`src/rtl/alu_pkg.sv`:
```
// Shared ALU opcode constants, instruction field positions and issuer state encoding.
package alu_pkg;

    localparam logic [2:0] ALU_ADD  = 3'd0;
    localparam logic [2:0] ALU_SUB  = 3'd1;
    localparam logic [2:0] ALU_LESS = 3'd2;
    localparam logic [2:0] ALU_EQ   = 3'd3;
    localparam logic [2:0] ALU_OR   = 3'd4;
    localparam logic [2:0] ALU_AND  = 3'd5;
    localparam logic [2:0] ALU_NOT  = 3'd6;
    localparam logic [2:0] OP_LI    = 3'd7;

    localparam int INSTR_OP_HI  = 15;
    localparam int INSTR_OP_LO  = 13;
    localparam int INSTR_RD_HI  = 12;
    localparam int INSTR_RD_LO  = 10;
    localparam int INSTR_RA_HI  = 9;
    localparam int INSTR_RA_LO  = 7;
    localparam int INSTR_RB_HI  = 6;
    localparam int INSTR_RB_LO  = 4;
    localparam int INSTR_IMM_HI = 9;
    localparam int INSTR_IMM_LO = 0;

    typedef enum logic [1:0] {
        ST_IDLE,
        ST_EXEC,
        ST_RESP
    } issue_state_t;

endpackage

```
`src/rtl/alu.sv`:
```
// Shared combinational ALU: add/sub wrap modulo 2^N, compares are unsigned and zero-extended.
module alu
    import alu_pkg::*;
#(
    parameter int N = 32
) (
    input  logic [2:0]   i_op,
    input  logic [N-1:0] i_op_a,
    input  logic [N-1:0] i_op_b,
    output logic [N-1:0] o_result
);

    always_comb begin
        // NOTE: default first so every path assigns o_result and no latch is inferred.
        o_result = '0;
        case (i_op)
            ALU_ADD:  o_result = i_op_a + i_op_b;
            ALU_SUB:  o_result = i_op_a - i_op_b;
            ALU_LESS: o_result = N'(i_op_a < i_op_b);
            ALU_EQ:   o_result = N'(i_op_a == i_op_b);
            ALU_OR:   o_result = i_op_a | i_op_b;
            ALU_AND:  o_result = i_op_a & i_op_b;
            ALU_NOT:  o_result = ~i_op_a;
            default:  o_result = '0;
        endcase
    end

endmodule

```
`src/rtl/alu_regfile.sv`:
```
// 8xN register file, two combinational reads, one synchronous write.
// ALU_ISSUER_R0_ZERO_EN: R0 is hard-wired to zero (writes to it are dropped).
module alu_regfile
    import alu_pkg::*;
#(
    parameter int N = 32
) (
    input  logic         clk,
    input  logic         rst,
    input  logic         i_we,
    input  logic [2:0]   i_wa,
    input  logic [N-1:0] i_wd,
    input  logic [2:0]   i_ra_a,
    input  logic [2:0]   i_ra_b,
    output logic [N-1:0] o_rd_a,
    output logic [N-1:0] o_rd_b
);

    logic [N-1:0] r_mem [8];
    logic         w_wr_en;

`ifdef ALU_ISSUER_R0_ZERO_EN
    // R0 resets to 0 and is never written, so plain reads already return 0.
    assign w_wr_en = i_we && (i_wa != 3'd0);
`else
    assign w_wr_en = i_we;
`endif

    always_ff @(posedge clk) begin
        if (rst) begin
            // NOTE: the whole array is reset because software expects every register to read 0.
            for (int i = 0; i < 8; i++) begin
                r_mem[i] <= '0;
            end
        end else if (w_wr_en) begin
            // NOTE: non-blocking so reads in the same cycle see the old value.
            r_mem[i_wa] <= i_wd;
        end
    end

    assign o_rd_a = r_mem[i_ra_a];
    assign o_rd_b = r_mem[i_ra_b];

endmodule

```
`src/rtl/alu_issuer.sv`:
```
// Single-issue IDLE/EXEC/RESP controller driving the shared ALU with register writeback.
// Optional build macro: ALU_ISSUER_R0_ZERO_EN (R0 reads as zero).
module alu_issuer
    import alu_pkg::*;
#(
    parameter int N = 32
) (
    input  logic         clk,
    input  logic         rst,
    input  logic         in_valid,
    output logic         in_ready,
    input  logic [15:0]  in_instr,
    output logic         out_valid,
    input  logic         out_ready,
    output logic [N-1:0] out_result,
    output logic [2:0]   out_rd
);

    issue_state_t r_state;
    issue_state_t w_state_nxt;

    logic [2:0]   r_op;
    logic [2:0]   r_rd;
    logic [N-1:0] r_op_a;
    logic [N-1:0] r_op_b;
    logic [N-1:0] r_result;

    logic [2:0]   w_op;
    logic [2:0]   w_rd;
    logic [2:0]   w_ra;
    logic [2:0]   w_rb;
    logic [9:0]   w_imm;
    logic [N-1:0] w_rf_a;
    logic [N-1:0] w_rf_b;
    logic [N-1:0] w_alu_y;
    logic         w_accept;
    logic         w_unused_bits;

    assign w_op          = in_instr[INSTR_OP_HI:INSTR_OP_LO];
    assign w_rd          = in_instr[INSTR_RD_HI:INSTR_RD_LO];
    assign w_ra          = in_instr[INSTR_RA_HI:INSTR_RA_LO];
    assign w_rb          = in_instr[INSTR_RB_HI:INSTR_RB_LO];
    assign w_imm         = in_instr[INSTR_IMM_HI:INSTR_IMM_LO];
    assign w_unused_bits = &{1'b0, in_instr[3:0]};

    // Gated by rst so the block never advertises readiness while held in reset.
    assign in_ready   = (r_state == ST_IDLE) && !rst;
    assign out_valid  = (r_state == ST_RESP);
    assign out_result = r_result;
    assign out_rd     = r_rd;
    assign w_accept   = in_valid && in_ready;

    always_ff @(posedge clk) begin
        if (rst) begin
            r_state <= ST_IDLE;
        end else begin
            r_state <= w_state_nxt;
        end
    end

    always_comb begin
        w_state_nxt = r_state;
        case (r_state)
            ST_IDLE: if (w_accept)  w_state_nxt = ST_EXEC;
            ST_EXEC:                w_state_nxt = ST_RESP;
            ST_RESP: if (out_ready) w_state_nxt = ST_IDLE;
            default:                w_state_nxt = ST_IDLE;
        endcase
    end

    always_ff @(posedge clk) begin
        if (rst) begin
            r_op     <= ALU_ADD;
            r_rd     <= '0;
            r_op_a   <= '0;
            r_op_b   <= '0;
            r_result <= '0;
        end else begin
            if (w_accept) begin
                r_rd <= w_rd;
                if (w_op == OP_LI) begin
                    r_op   <= ALU_ADD;
                    r_op_a <= N'(w_imm);
                    r_op_b <= '0;
                end else begin
                    r_op   <= w_op;
                    r_op_a <= w_rf_a;
                    r_op_b <= w_rf_b;
                end
            end
            if (r_state == ST_EXEC) begin
                r_result <= w_alu_y;
            end
        end
    end

    alu_regfile #(.N(N)) u_regfile (
        .clk    (clk),
        .rst    (rst),
        .i_we   (r_state == ST_EXEC),
        .i_wa   (r_rd),
        .i_wd   (w_alu_y),
        .i_ra_a (w_ra),
        .i_ra_b (w_rb),
        .o_rd_a (w_rf_a),
        .o_rd_b (w_rf_b)
    );

    alu #(.N(N)) u_alu (
        .i_op     (r_op),
        .i_op_a   (r_op_a),
        .i_op_b   (r_op_b),
        .o_result (w_alu_y)
    );

endmodule

```
`config.mk`:
```
export PLATFORM = sky130hd
export DESIGN_NAME = alu_issuer
export DESIGN_NICKNAME = d
export VERILOG_FILES = /design/src/rtl/alu_pkg.sv /design/src/rtl/alu.sv /design/src/rtl/alu_regfile.sv /design/src/rtl/alu_issuer.sv
export SDC_FILE = /design/constraint.sdc
export NUM_CORES = 1
export LEC_CHECK = 0
export BUFFER_PORTS_ARGS = -buffer_cell sky130_fd_sc_hd__buf_2
export CORE_MARGIN = 3
export CORE_UTILIZATION = 55
export CTS_CLUSTER_DIAMETER = 40
export DETAILED_ROUTE_END_ITERATION = 10
export PLACE_DENSITY_LB_ADDON = 0.08
export SYNTH_ARGS = -nofsm -noshare
export SYNTH_HDL_FRONTEND = slang
export SYNTH_SLANG_ARGS = --single-unit
```
`constraint.sdc`:
```
create_clock -name clk -period 5.6 [get_ports clk]
set_input_delay 0.84 -clock clk [delete_from_list [all_inputs] [get_ports clk]]
set_output_delay 0.84 -clock clk [all_outputs]
set_load 0.05 [all_outputs]
```
==> results by group <==
Place
  • Final GP Congestion: 0.9367
  • Dpl cell area: 22060 µm²
  • IO Port Bufs: 56
  • Worst slack, placed: 1645 ps
  • DP HPWL: 42140 µm
  • Placed cells: 2391

Final layout
  • Share of layout cells above drive strength 1: 20.53%
  • Post-route core utilization: 63.03%
  • Layout Nets: 2064
  • ANT cells: 0
  • Commonest non-fill, non-tap cell in the layout: nor2_1
  • Post-Layout Inst Area: 23970 µm²
  • Synthesis-to-layout area growth: 11.78%
  • Most frequent cells in the layout: nor2_1, edfxtp_1, mux4_2
  • Non-Filler Instances: 2493

CTS
  • Post-cts hold buffer count: 0
  • Clock latency on the worst-skew pair: 610 ps
  • CTS clk-pin slew, worst paths: 50 ps
  • Max Buffers Root-to-Sink: 3
  • Total CTS buffers: 54
  • CTS tree: built
  • H-tree lvl count: 2
  • Root buf cell: clkbuf_16
  • Post-CTS sizing: 0
  • Post-CTS Setup Inserts: 0
  • CTS Sinks: 360

Timing
  • Slew HR: 12.48%
  • Setup_tns: 0 ps
  • Worst Skew: 44.13 ps
  • Max-slew violation count: 0
  • # setup viols final: 0
  • Period minus WS final: 4037 ps
  • RSZ-0062 raised after global routing: false
  • PnR worst setup slack: 1563 ps
  • Fin Hold WS: 486.6 ps
  • Actual slew at the worst max-slew pin: 1313 ps
  • Fmax: 247.7 MHz
  • Final worst path period share: 72.09%
  • Fin. Hold Viols: 0

Routing
  • Detailed-route wire length per cell: 26.46 µm
  • Post-DR vias/cell: 6.555
  • Remaining antenna violation count after routing: 0
  • Initial DRC count: 2101
  • Via count: 16340
  • WL final: 65960 µm
  • DRC errors left: 0
  • DRT Pass-1 Iters: 6

Critical path
  • CP required: 5930 ps
  • Crit path arrival time: 4370 ps
  • R2R depth: 12
  • CP cell instances: inv_1, ha_1, o21bai_1, a2111oi_4, nor3_2, o31ai_1, o311ai_2, a211o_2, o21ai_1, xnor2_1, a22oi_2, nor2_1
  • Slowest stage delay, CP: 520 ps
  • CP Depth: 12
  • Crit Path Category: flip-flop to flip-flop
  • Slowest CP cell: a2111oi_4
  • Crit path max fanout: 9
  • CP top delay family: compound AO/OA/AOI/OAI gates
  • CP endpoint kind: flip-flop
  • Worst setup SP type: flip-flop
  • FF-to-FF setup slack: 1560 ps
  • Critical path buffers and inverters: 1

Hold path
  • Worst hold stages: 3
  • Hold Path Class: primary input to flip-flop

Synth
  • Seq cells post-synth: 360
  • Most used DFF post-synth: edfxtp_1
  • Cell variety after synth: 79
  • Syn_nets: 2059
  • Ys async rst share: 0%
  • Cell count after synthesis: 1931
  • Synthesized area per cell: 11.10 µm²
  • Seq/Total Area, Yosys: 45.56%
  • Post-Syn Area: 21440 µm²
  • Post-synth EDFFs: 256
  • YS warnings: 0

Floorplanning
  • Full die area: 41390 µm²
  • Die width: 203.4 µm
  • Initial Utilization: 56.39%
  • Std-Cell Rows: 71
  • Ports: 57
  • Core region area: 38020 µm²
  • Die height: 203.4 µm

Global routing
  • First-pass GRT wire length: 98950 µm
  • Initial antenna violation count: 0
  • GR Overflow Total: 0
  • Overall Global Routing Usage: 31.87%
  • Number of global-route vias before repair: 15810
  • Largest net degree at the start of global routing: 65

Run
  • Number of max-cap violations: 0

Pwr
  • Leakage: 8.667 nW
  • Power Density: 323.7 nW/µm²
  • Max VDD drop: 280.6 µV
  • Design Power: 7.758 mW

Status
  • Outcome: complete, no violations
-- cell families after synthesis --
family                   after synthesis  synth area share (%)
XOR/XNOR                              30                 1.261
adder cells (fa/ha/maj)              108                 6.373
multiplexers                         220                 18.06
buffers and inverters                236                 4.552
AND/OR/NAND/NOR                      595                 11.54
flip-flops                           360                 45.56
AO/OA/AOI/OAI                        382                 12.66
-- cell type report --
cell class	instances	area [µm²]
Fill cell	3113	14050
Multi-Input combinational cell	1335	10740
Sequential cell	360	9773
Clock buffer	64	1429
Tap cell	511	639.4
Timing Repair Buffer	92	558.0
Clock inverter	38	475.5
Inverter	93	349.1
-- registers in the layout, indices dropped and copies added (netlist names) --
name / cells
u_regfile.r_mem: 256
out_result: 32
r_op_a: 32
r_op_b: 32
out_rd: 3
r_op: 3
r_state: 2
-- cell usage after synthesis, types with 5 or more instances --
master | count | share of area (%)
mux2_2 | 54 | 2.8
o21a_1 | 6 | 0.21
a22oi_1 | 74 | 2.6
o31ai_1 | 14 | 0.49
buf_1 | 17 | 0.30
and3_1 | 5 | 0.15
o22ai_1 | 5 | 0.15
nor2b_1 | 9 | 0.26
o211ai_1 | 7 | 0.25
mux4_2 | 128 | 13
a22o_1 | 29 | 1.2
a311oi_1 | 6 | 0.25
a21oi_1 | 85 | 2.0
a31oi_1 | 5 | 0.15
a211oi_1 | 41 | 1.4
or3_1 | 9 | 0.26
xnor2_1 | 25 | 1.0
edfxtp_1 | 256 | 36
dfxtp_1 | 104 | 9.7
nand2_1 | 66 | 1.2
nand2b_1 | 16 | 0.47
nand3_1 | 22 | 0.51
nor2_1 | 420 | 7.4
a21o_1 | 18 | 0.63
ha_1 | 106 | 6.2
o21bai_1 | 8 | 0.28
nand4_1 | 7 | 0.20
nor3_1 | 22 | 0.51
a22oi_2 | 6 | 0.35
mux2i_1 | 38 | 1.8
clkbuf_1 | 100 | 1.8
o21ai_0 | 42 | 0.98
buf_4 | 10 | 0.35
inv_1 | 92 | 1.6
nor4_1 | 5 | 0.15
buf_2 | 8 | 0.19
-- metal layers --
metal,GRT usage (%),part of all wire [%]
met1,46.43,42
met2,48.70,44
met3,6.560,10
met4,9.710,3.2
met5,0,0
-- power breakdown --
| part | switching [mW] | internal, mW | total (mW) |
|---|---|---|---|
| registers | 0.0842 | 2.96 | 3.05 |
| logic | 0.811 | 0.430 | 1.24 |
| clock network | 1.36 | 2.11 | 3.47 |
-- worst register-to-register path, cell delays in order, from the launching register on --
cell and delay (ps):
dfxtp_1 390, inv_1 60, ha_1 460, o21bai_1 230
a2111oi_4 530, nor3_2 120, o31ai_1 450, o311ai_2 320
a211o_2 400, o21ai_1 90, xnor2_1 110, a22oi_2 510
nor2_1 90
-- final timing paths --
| path | end | from |
|---|---|---|
| min reg2reg | out_result[10] | out_result[10] |
| min | out_rd[2] | in_instr[12] |
| max reg2reg | u_regfile.r_mem[1][28] | r_op_a[2] |
| max | u_regfile.r_mem[1][28] | r_op_a[2] |
Power figures use the tool's default switching activity.
